File: src/rtl/acc_col_serializer.sv
// acc_col_serializer
// Takes one wide engine beat of COLS x ROWS accumulator words and replays it
// column by column as COLS narrow AXI-Stream beats. Two ping-pong entries let
// the next engine beat land while the current one drains. Config beats are
// swallowed without touching the buffer.

`ifndef COLS
`define COLS 8
`endif
`ifndef ROWS
`define ROWS 4
`endif
`ifndef WORD_WIDTH_ACC
`define WORD_WIDTH_ACC 32
`endif
`ifndef TUSER_WIDTH
`define TUSER_WIDTH 8
`endif

package acc_col_serializer_pkg;
   localparam int TUSER_WIDTH = `TUSER_WIDTH;

   // Sideband travelling with each engine beat; only is_config is interpreted.
   typedef struct packed {
      logic [TUSER_WIDTH-2:0] info;
      logic                   is_config;
   } tuser_st;
endpackage

// Handshake rules on both sides: a beat moves on a clock edge where valid and
// ready are both high. A source holds valid, data, user and last stable until
// that edge. s_ready is a pure function of registered occupancy, so nothing
// downstream (m_ready) reaches s_ready combinationally.
module acc_col_serializer
   import acc_col_serializer_pkg::*;
#(
   parameter int COLS           = `COLS,
   parameter int ROWS           = `ROWS,
   parameter int WORD_WIDTH_ACC = `WORD_WIDTH_ACC
) (
   input  logic                                          clk,
   input  logic                                          resetn,
   output logic                                          s_ready,
   input  logic                                          s_valid,
   input  logic                                          s_last,
   input  logic [COLS-1:0][ROWS-1:0][WORD_WIDTH_ACC-1:0] s_data,
   input  tuser_st                                       s_user,
   input  logic                                          m_ready,
   output logic                                          m_valid,
   output logic                                          m_last,
   output logic [ROWS-1:0][WORD_WIDTH_ACC-1:0]           m_data,
   output tuser_st                                       m_user,
   output logic [$clog2(COLS)-1:0]                       m_col
);

   localparam int            CW       = $clog2(COLS);
   localparam logic [CW-1:0] LAST_COL = CW'(COLS - 1);

   // Ping-pong storage; contents are don't-care until written.
   logic [COLS-1:0][ROWS-1:0][WORD_WIDTH_ACC-1:0] r_data [2];
   tuser_st                                       r_user [2];
   logic                                          r_last [2];

   // Control state.
   logic          r_wr_ptr;
   logic          r_rd_ptr;
   logic [1:0]    r_count;
   logic [CW-1:0] r_col;

   logic w_accept;
   logic w_write;
   logic w_advance;
   logic w_pop;

   assign s_ready   = (r_count != 2'd2);
   assign m_valid   = (r_count != 2'd0);

   assign w_accept  = s_valid && s_ready;
   // Config beats complete the handshake but never occupy an entry.
   assign w_write   = w_accept && !s_user.is_config;
   assign w_advance = m_valid && m_ready;
   // Final column leaving frees the entry being read.
   assign w_pop     = w_advance && (r_col == LAST_COL);

   assign m_data    = r_data[r_rd_ptr][r_col];
   assign m_user    = r_user[r_rd_ptr];
   assign m_col     = r_col;
   assign m_last    = r_last[r_rd_ptr] && (r_col == LAST_COL);

   // Capture an accepted data beat into the slot at the write pointer.
   // With one entry occupied this is always the free slot, so a push in the
   // same cycle as the last-column pop never disturbs the column on m_data.
   always_ff @(posedge clk) begin
      if (w_write) begin
         r_data[r_wr_ptr] <= s_data;
         r_user[r_wr_ptr] <= s_user;
         r_last[r_wr_ptr] <= s_last;
      end
   end

   // Pointers, occupancy and column counter; all cleared asynchronously so a
   // reset mid-drain discards both entries at once.
   always_ff @(posedge clk or negedge resetn) begin
      if (!resetn) begin
         r_wr_ptr <= 1'b0;
         r_rd_ptr <= 1'b0;
         r_count  <= 2'd0;
         r_col    <= '0;
      end else begin
         if (w_write) begin
            r_wr_ptr <= ~r_wr_ptr;
         end

         if (w_advance) begin
            if (r_col == LAST_COL) begin
               r_col    <= '0;
               r_rd_ptr <= ~r_rd_ptr;
            end else begin
               r_col <= r_col + 1'b1;
            end
         end

         case ({w_write, w_pop})
            2'b10:   r_count <= r_count + 2'd1;
            2'b01:   r_count <= r_count - 2'd1;
            default: r_count <= r_count;
         endcase
      end
   end

endmodule
File: config.mk
export PLATFORM = sky130hd
export DESIGN_NAME = acc_col_serializer
export DESIGN_NICKNAME = d
export VERILOG_FILES = /design/src/rtl/acc_col_serializer.sv
export SDC_FILE = /design/constraint.sdc
export NUM_CORES = 2
export LEC_CHECK = 0
export ABC_AREA = 1
export BUFFER_PORTS_ARGS = -buffer_cell sky130_fd_sc_hd__buf_2
export CAP_MARGIN = 0
export CORE_AREA = 8 8 457 459
export CTS_CLUSTER_SIZE = 12
export DETAILED_ROUTE_END_ITERATION = 8
export DIE_AREA = 0 0 465 467
export PLACE_DENSITY = 0.68
export SKIP_LAST_GASP = 1
export SYNTH_ARGS = -nofsm -noshare
export SYNTH_HDL_FRONTEND = slang
export SYNTH_SLANG_ARGS = --single-unit
File: constraint.sdc
create_clock -name clk -period 72.3 [get_ports clk]
set_input_delay 3.615 -clock clk [delete_from_list [all_inputs] [get_ports clk]]
set_output_delay 3.615 -clock clk [all_outputs]
set_load 0.02 [all_outputs]
=== Word-level counts from Yosys, hierarchy flattened ===
Memory sizes are Yosys's and may differ from the RTL's.
Index checks and enable logic that the tools add are counted.

* Bitwise logic cells: 2
* Muxes and demuxes: 6
* Reduce and logical (&&, ||, !) cells: 9
* Order comparisons: 1
* Add/sub/neg operators: 3
* Eq/ne operators: 4

{| class="wikitable"
|+ Operators with widths
! operator !! count
|-
| $bmux 128 s3 || 1
|-
| $mux 128 || 1
|-
| $logic_and 1x1->1 || 5
|-
| $lt 3x4->1 const B || 1
|-
| $pmux 2 s2 || 1
|-
| $reduce_bool 2->1 || 2
|-
| $add 3x1->3 const B || 1
|-
| $eq 3x3->1 const B || 1
|-
| $mux 3 || 1
|-
| $add 2x1->2 const B || 1
|-
| $eq 2x1->1 const B || 1
|-
| $eq 2x2->1 const B || 1
|-
| $mux 1 || 2
|-
| $ne 2x2->1 const B || 1
|-
| $not 1->1 || 2
|-
| $reduce_and 2->1 || 1
|-
| $sub 2x1->2 const B || 1
|-
| $logic_not 1->1 || 1
|}

* Output and inout bits: 142
* RAM bits: 2,066
* Word-level logic and storage cells: 32
* Bits of input ports: 1,037
* Memories kept: 3
* Register bits: 7

{| class="wikitable"
|+ Memories
! memory !! depth !! width !! read ports !! clocked after Yosys merged registers in !! wr ports !! RTL line !! text
|-
| r_data || 2 || 1,024 || 1 || 0 || 1 || 60 || <nowiki>logic [COLS-1:0][ROWS-1:0][WORD_WIDTH_ACC-1:0] r_data [2];</nowiki>
|-
| r_user || 2 || 8 || 1 || 0 || 1 || 61 || <nowiki>tuser_st r_user [2];</nowiki>
|-
| r_last || 2 || 1 || 1 || 0 || 1 || 62 || <nowiki>logic r_last [2];</nowiki>
|}

=== Depth between registers and ports, before layout ===
* Depth after elaboration: 5
* Depth in mapped cells: 10
* Gate-level depth less buffers: 8

=== Worst setup path after synthesis ===
Ideal clock, no wire load.

* Path type: input -> register
* From: in s_user[0] (netlist bit)
* To: mem r_data[0][0] (netlist bit) (enable)
* Path slack: 23.273 ns
* Stages: 2
* Path buffers: 0
* Arrival time: 46.560 ns
* Cell sequence: nand3b_1 -> nor2_1

* Cells in the longest elaborated chain, start to end: 4

{| class="wikitable"
|+ Ends and longest elaborated chain
! item !! RTL line !! text
|-
| from (decl) || 47 || <nowiki>input tuser_st s_user,</nowiki>
|-
| $logic_not 1->1 || 80 || <nowiki>assign w_write = w_accept && !s_user.is_config;</nowiki>
|-
| $logic_and 1x1->1 || 80 ||
|-
| $mux 1 || 94 || <nowiki>if (w_write) begin</nowiki>
|-
| $mux 1 (implied by the code) || 95 || <nowiki>r_data[r_wr_ptr] <= s_data;</nowiki>
|-
| to (decl) || 60 ||
|}

Every way passes these cells.

==> impl_metrics.json <==
{
  "ys_ff_latch": 2073,
  "p_leak_nw": 41.3,
  "fp.coreArea_sq_um": 201000,
  "synth.cell_area_sq_um": 85400,
  "slowest_delay_ns": 0.75,
  "setup.worst_path.start_class": "register",
  "start_util": 0.424,
  "post_cts_buffers": 0,
  "areaGrowthSynthToFinish_pct": 17.3,
  "hold_viol": 0,
  "dp_cells": 11100,
  "crit_slowest_cell": "buf_4",
  "synth_cells": 7595,
  "nets": 9683,
  "r2r_start": "r_count[0]$_DFFE_PN0P_",
  "ios": 1179,
  "gp_congestion": 0.942,
  "syn_area_per_cell_sq_um": 11.2,
  "synth_warnings": 0,
  "vias": 61700,
  "cts_max_path_buffers": 3,
  "final_cell_mix": "nand2_1, edfxtp_1, nand3_1",
  "die_w_microns": 465,
  "antenna_found_initial": 346,
  "slew_headroom": 0.225,
  "hpwlAfterDp_mm": 212,
  "clock_skew_ns": 0.0573,
  "nFillCells": 17700,
  "htree_levels": 4,
  "ant_nets": 0,
  "grt.total_usage": 0.268,
  "worstHoldStart": "r_count[0]$_DFFE_PN0P_",
  "die_h_microns": 467,
  "cts_inserted_buffers": 213,
  "final_common_cell": "nand2_1",
  "crit_chain": "buf_12, buf_12, buf_4, buf_4, buf_4, or2_2, nand3_1, nand3_1, nand3_1, nand2_1, buf_2",
  "finalSetupTns_ns": 0,
  "path_class": "reg -> out",
  "irDropWorstVdd_mv": 0.0451,
  "rsz0062_at_grt": "no",
  "cp_max_fo": 180,
  "r2r-end": "r_data[1][298]$_DFFE_PP_",
  "setup_viol": 0,
  "synth.distinct_cells": 22,
  "fmax_mhz": 97.6,
  "clk_latency_ns": 0.85,
  "p_per_area_nw_per_um2": 41.5,
  "routed_via_density": 5.28,
  "final-max-slew-violation-count": 0,
  "wl_per_cell_microns": 26.1,
  "wl_mm": 305,
  "hold_depth": 1,
  "status": "completed",
  "grt_pass1_wl_mm": 419,
  "cts_tree": "built",
  "io_buffer_count": 1178,
  "tightest_slew_ns": 1.16,
  "r2r_cells": 10,
  "drc": 0,
  "drv_cap": 0,
  "grt_pass1_vias": 57800,
  "r2r_slack_ns": 65.26,
  "gr-total-overflow": 0,
  "required_ns": 68.68,
  "drt_iter0_drc": 7631,
  "grt_max_degree": 181,
  "drive_above_1_share": 0.176,
  "cts.sinks": 2073,
  "holdBufCountCts": 0,
  "first_pass_iters": 6,
  "fin_util": 0.497,
  "hp-class": "reg -> reg",
  "fin_cells": 11700,
  "syn_nets": 8635,
  "postCtsResizedCells": 0,
  "crit_path_end_kind": "output port",
  "min_to": "r_count[0]$_DFFE_PN0P_",
  "ys_seq_area_frac": 0.729,
  "fin_crit_sh": 0.142,
  "cp.arrival_ns": 6.63,
  "die-area_sq_um": 217000,
  "rows": 165,
  "root_buffer": "clkbuf_16",
  "path_clk_slew_ns": 0.06,
  "fin_crit_ns": 10.25
}
-- synthesized netlist by cell type --
cell type / instances / share of area
nand2_1: 2854 / 0.13
edfxtp_1: 2066 / 0.73
nand3_1: 1461 / 0.086
inv_1: 742 / 0.033
buf_2: 264 / 0.015
clkbuf_1: 93 / 0.0041
buf_1: 34 / 0.0015
buf_4: 31 / 0.0027
or2_2: 16 / 0.0012
dfrtp_1: 7 / 0.0021
buf_6: 5 / 0.00066
nor2_1: 5 / 0.00022
o21ai_0: 4 / 0.00023
ha_1: 3 / 0.00044
xor2_1: 3 / 0.00031
a21oi_1: 1 / 0.000059
clkinv_1: 1 / 0.000044
inv_2: 1 / 0.000044
inv_4: 1 / 0.000073
nand3b_1: 1 / 0.000088
o21ai_1: 1 / 0.000059
xnor2_1: 1 / 0.00010
-- critical path, delay by kind of cell, from the launching register on --
kind          cells  cell delay [ns]
buf+inv           6             3.47
simple gates      5             1.08
flops             1             0.74
-- sequential cells by signal (all words and copies together), names as in the netlist --
name / cells
r_last: 2
r_data: 2048
r_user: 16
m_col: 3
r_rd_ptr: 1
r_count: 2
r_wr_ptr: 1
-- layout make-up --
class	instances	area, sq um	area share
clock inverter	85	686	0.00685
clock buffer	276	5590	0.0558
timing repair buffer	1260	6610	0.0660
sequential	2073	62200	0.621
multi-input combinational	4350	18300	0.182
tap	2672	3340	0.0334
inverter	745	2840	0.0283
antenna	227	568	0.00567
-- power breakdown --
part	switching [mW]	total, mW	leakage [nW]	internal, mW
combinational	1.23	1.61	19.4	0.376
clock	0.456	1.01	3.04	0.553
sequential	0.0470	1.54	18.9	1.49
-- per-layer routing --
| metal | part of all wire | global-route usage | wire length, microns |
|---|---|---|---|
| met5 | 0.0039 | 0 | 1180 |
| met4 | 0.051 | 0.134 | 15400 |
| met3 | 0.12 | 0.0902 | 35300 |
| met2 | 0.45 | 0.410 | 138000 |
| met1 | 0.38 | 0.342 | 115000 |
-- cells by family after synthesis --
group                    after synthesis  share of synthesized area
buffers and inverters               1172                     0.0572
AND/OR/NAND/NOR                     4337                      0.213
flip-flops                          2073                      0.729
adder cells (fa/ha/maj)                3                   0.000440
XOR/XNOR                               4                   0.000411
AO/OA/AOI/OAI                          6                   0.000352
-- worst max-delay path by stage --
stage	from	endpoint	slack, ns	cells after the start
6_report	r_rd_ptr$_DFFE_PN0P_	m_data[91]	62.05	11
5_1_grt	r_rd_ptr$_DFFE_PN0P_	m_data[91]	61.66	11
4_1_cts	r_rd_ptr$_DFFE_PN0P_	m_data[91]	61.96	11
3_5_place_dp	s_user[0]	r_data[1][548]$_DFFE_PP_	62.03	9
3_3_place_gp	s_user[0]	r_data[1][553]$_DFFE_PP_	62.15	9
2_1_floorplan	s_user[0]	r_data[0][0]$_DFFE_PP_	23.27	2
-- metrics by stage --
stage                     cell area [sq um]  hold WS [ns]  setup slack [ns]  power (mW)
after global routing                  99800         0.608             61.66        4.35
after global placement                93300         0.497             62.15        3.15
after floorplan                       85400         0.482             23.27        2.78
final                                100000         0.562             62.05        4.15
after detailed placement              93300         0.553             62.03        3.17
after CTS                             99600         0.561             61.96        4.18
Power figures use the tool's default switching activity.
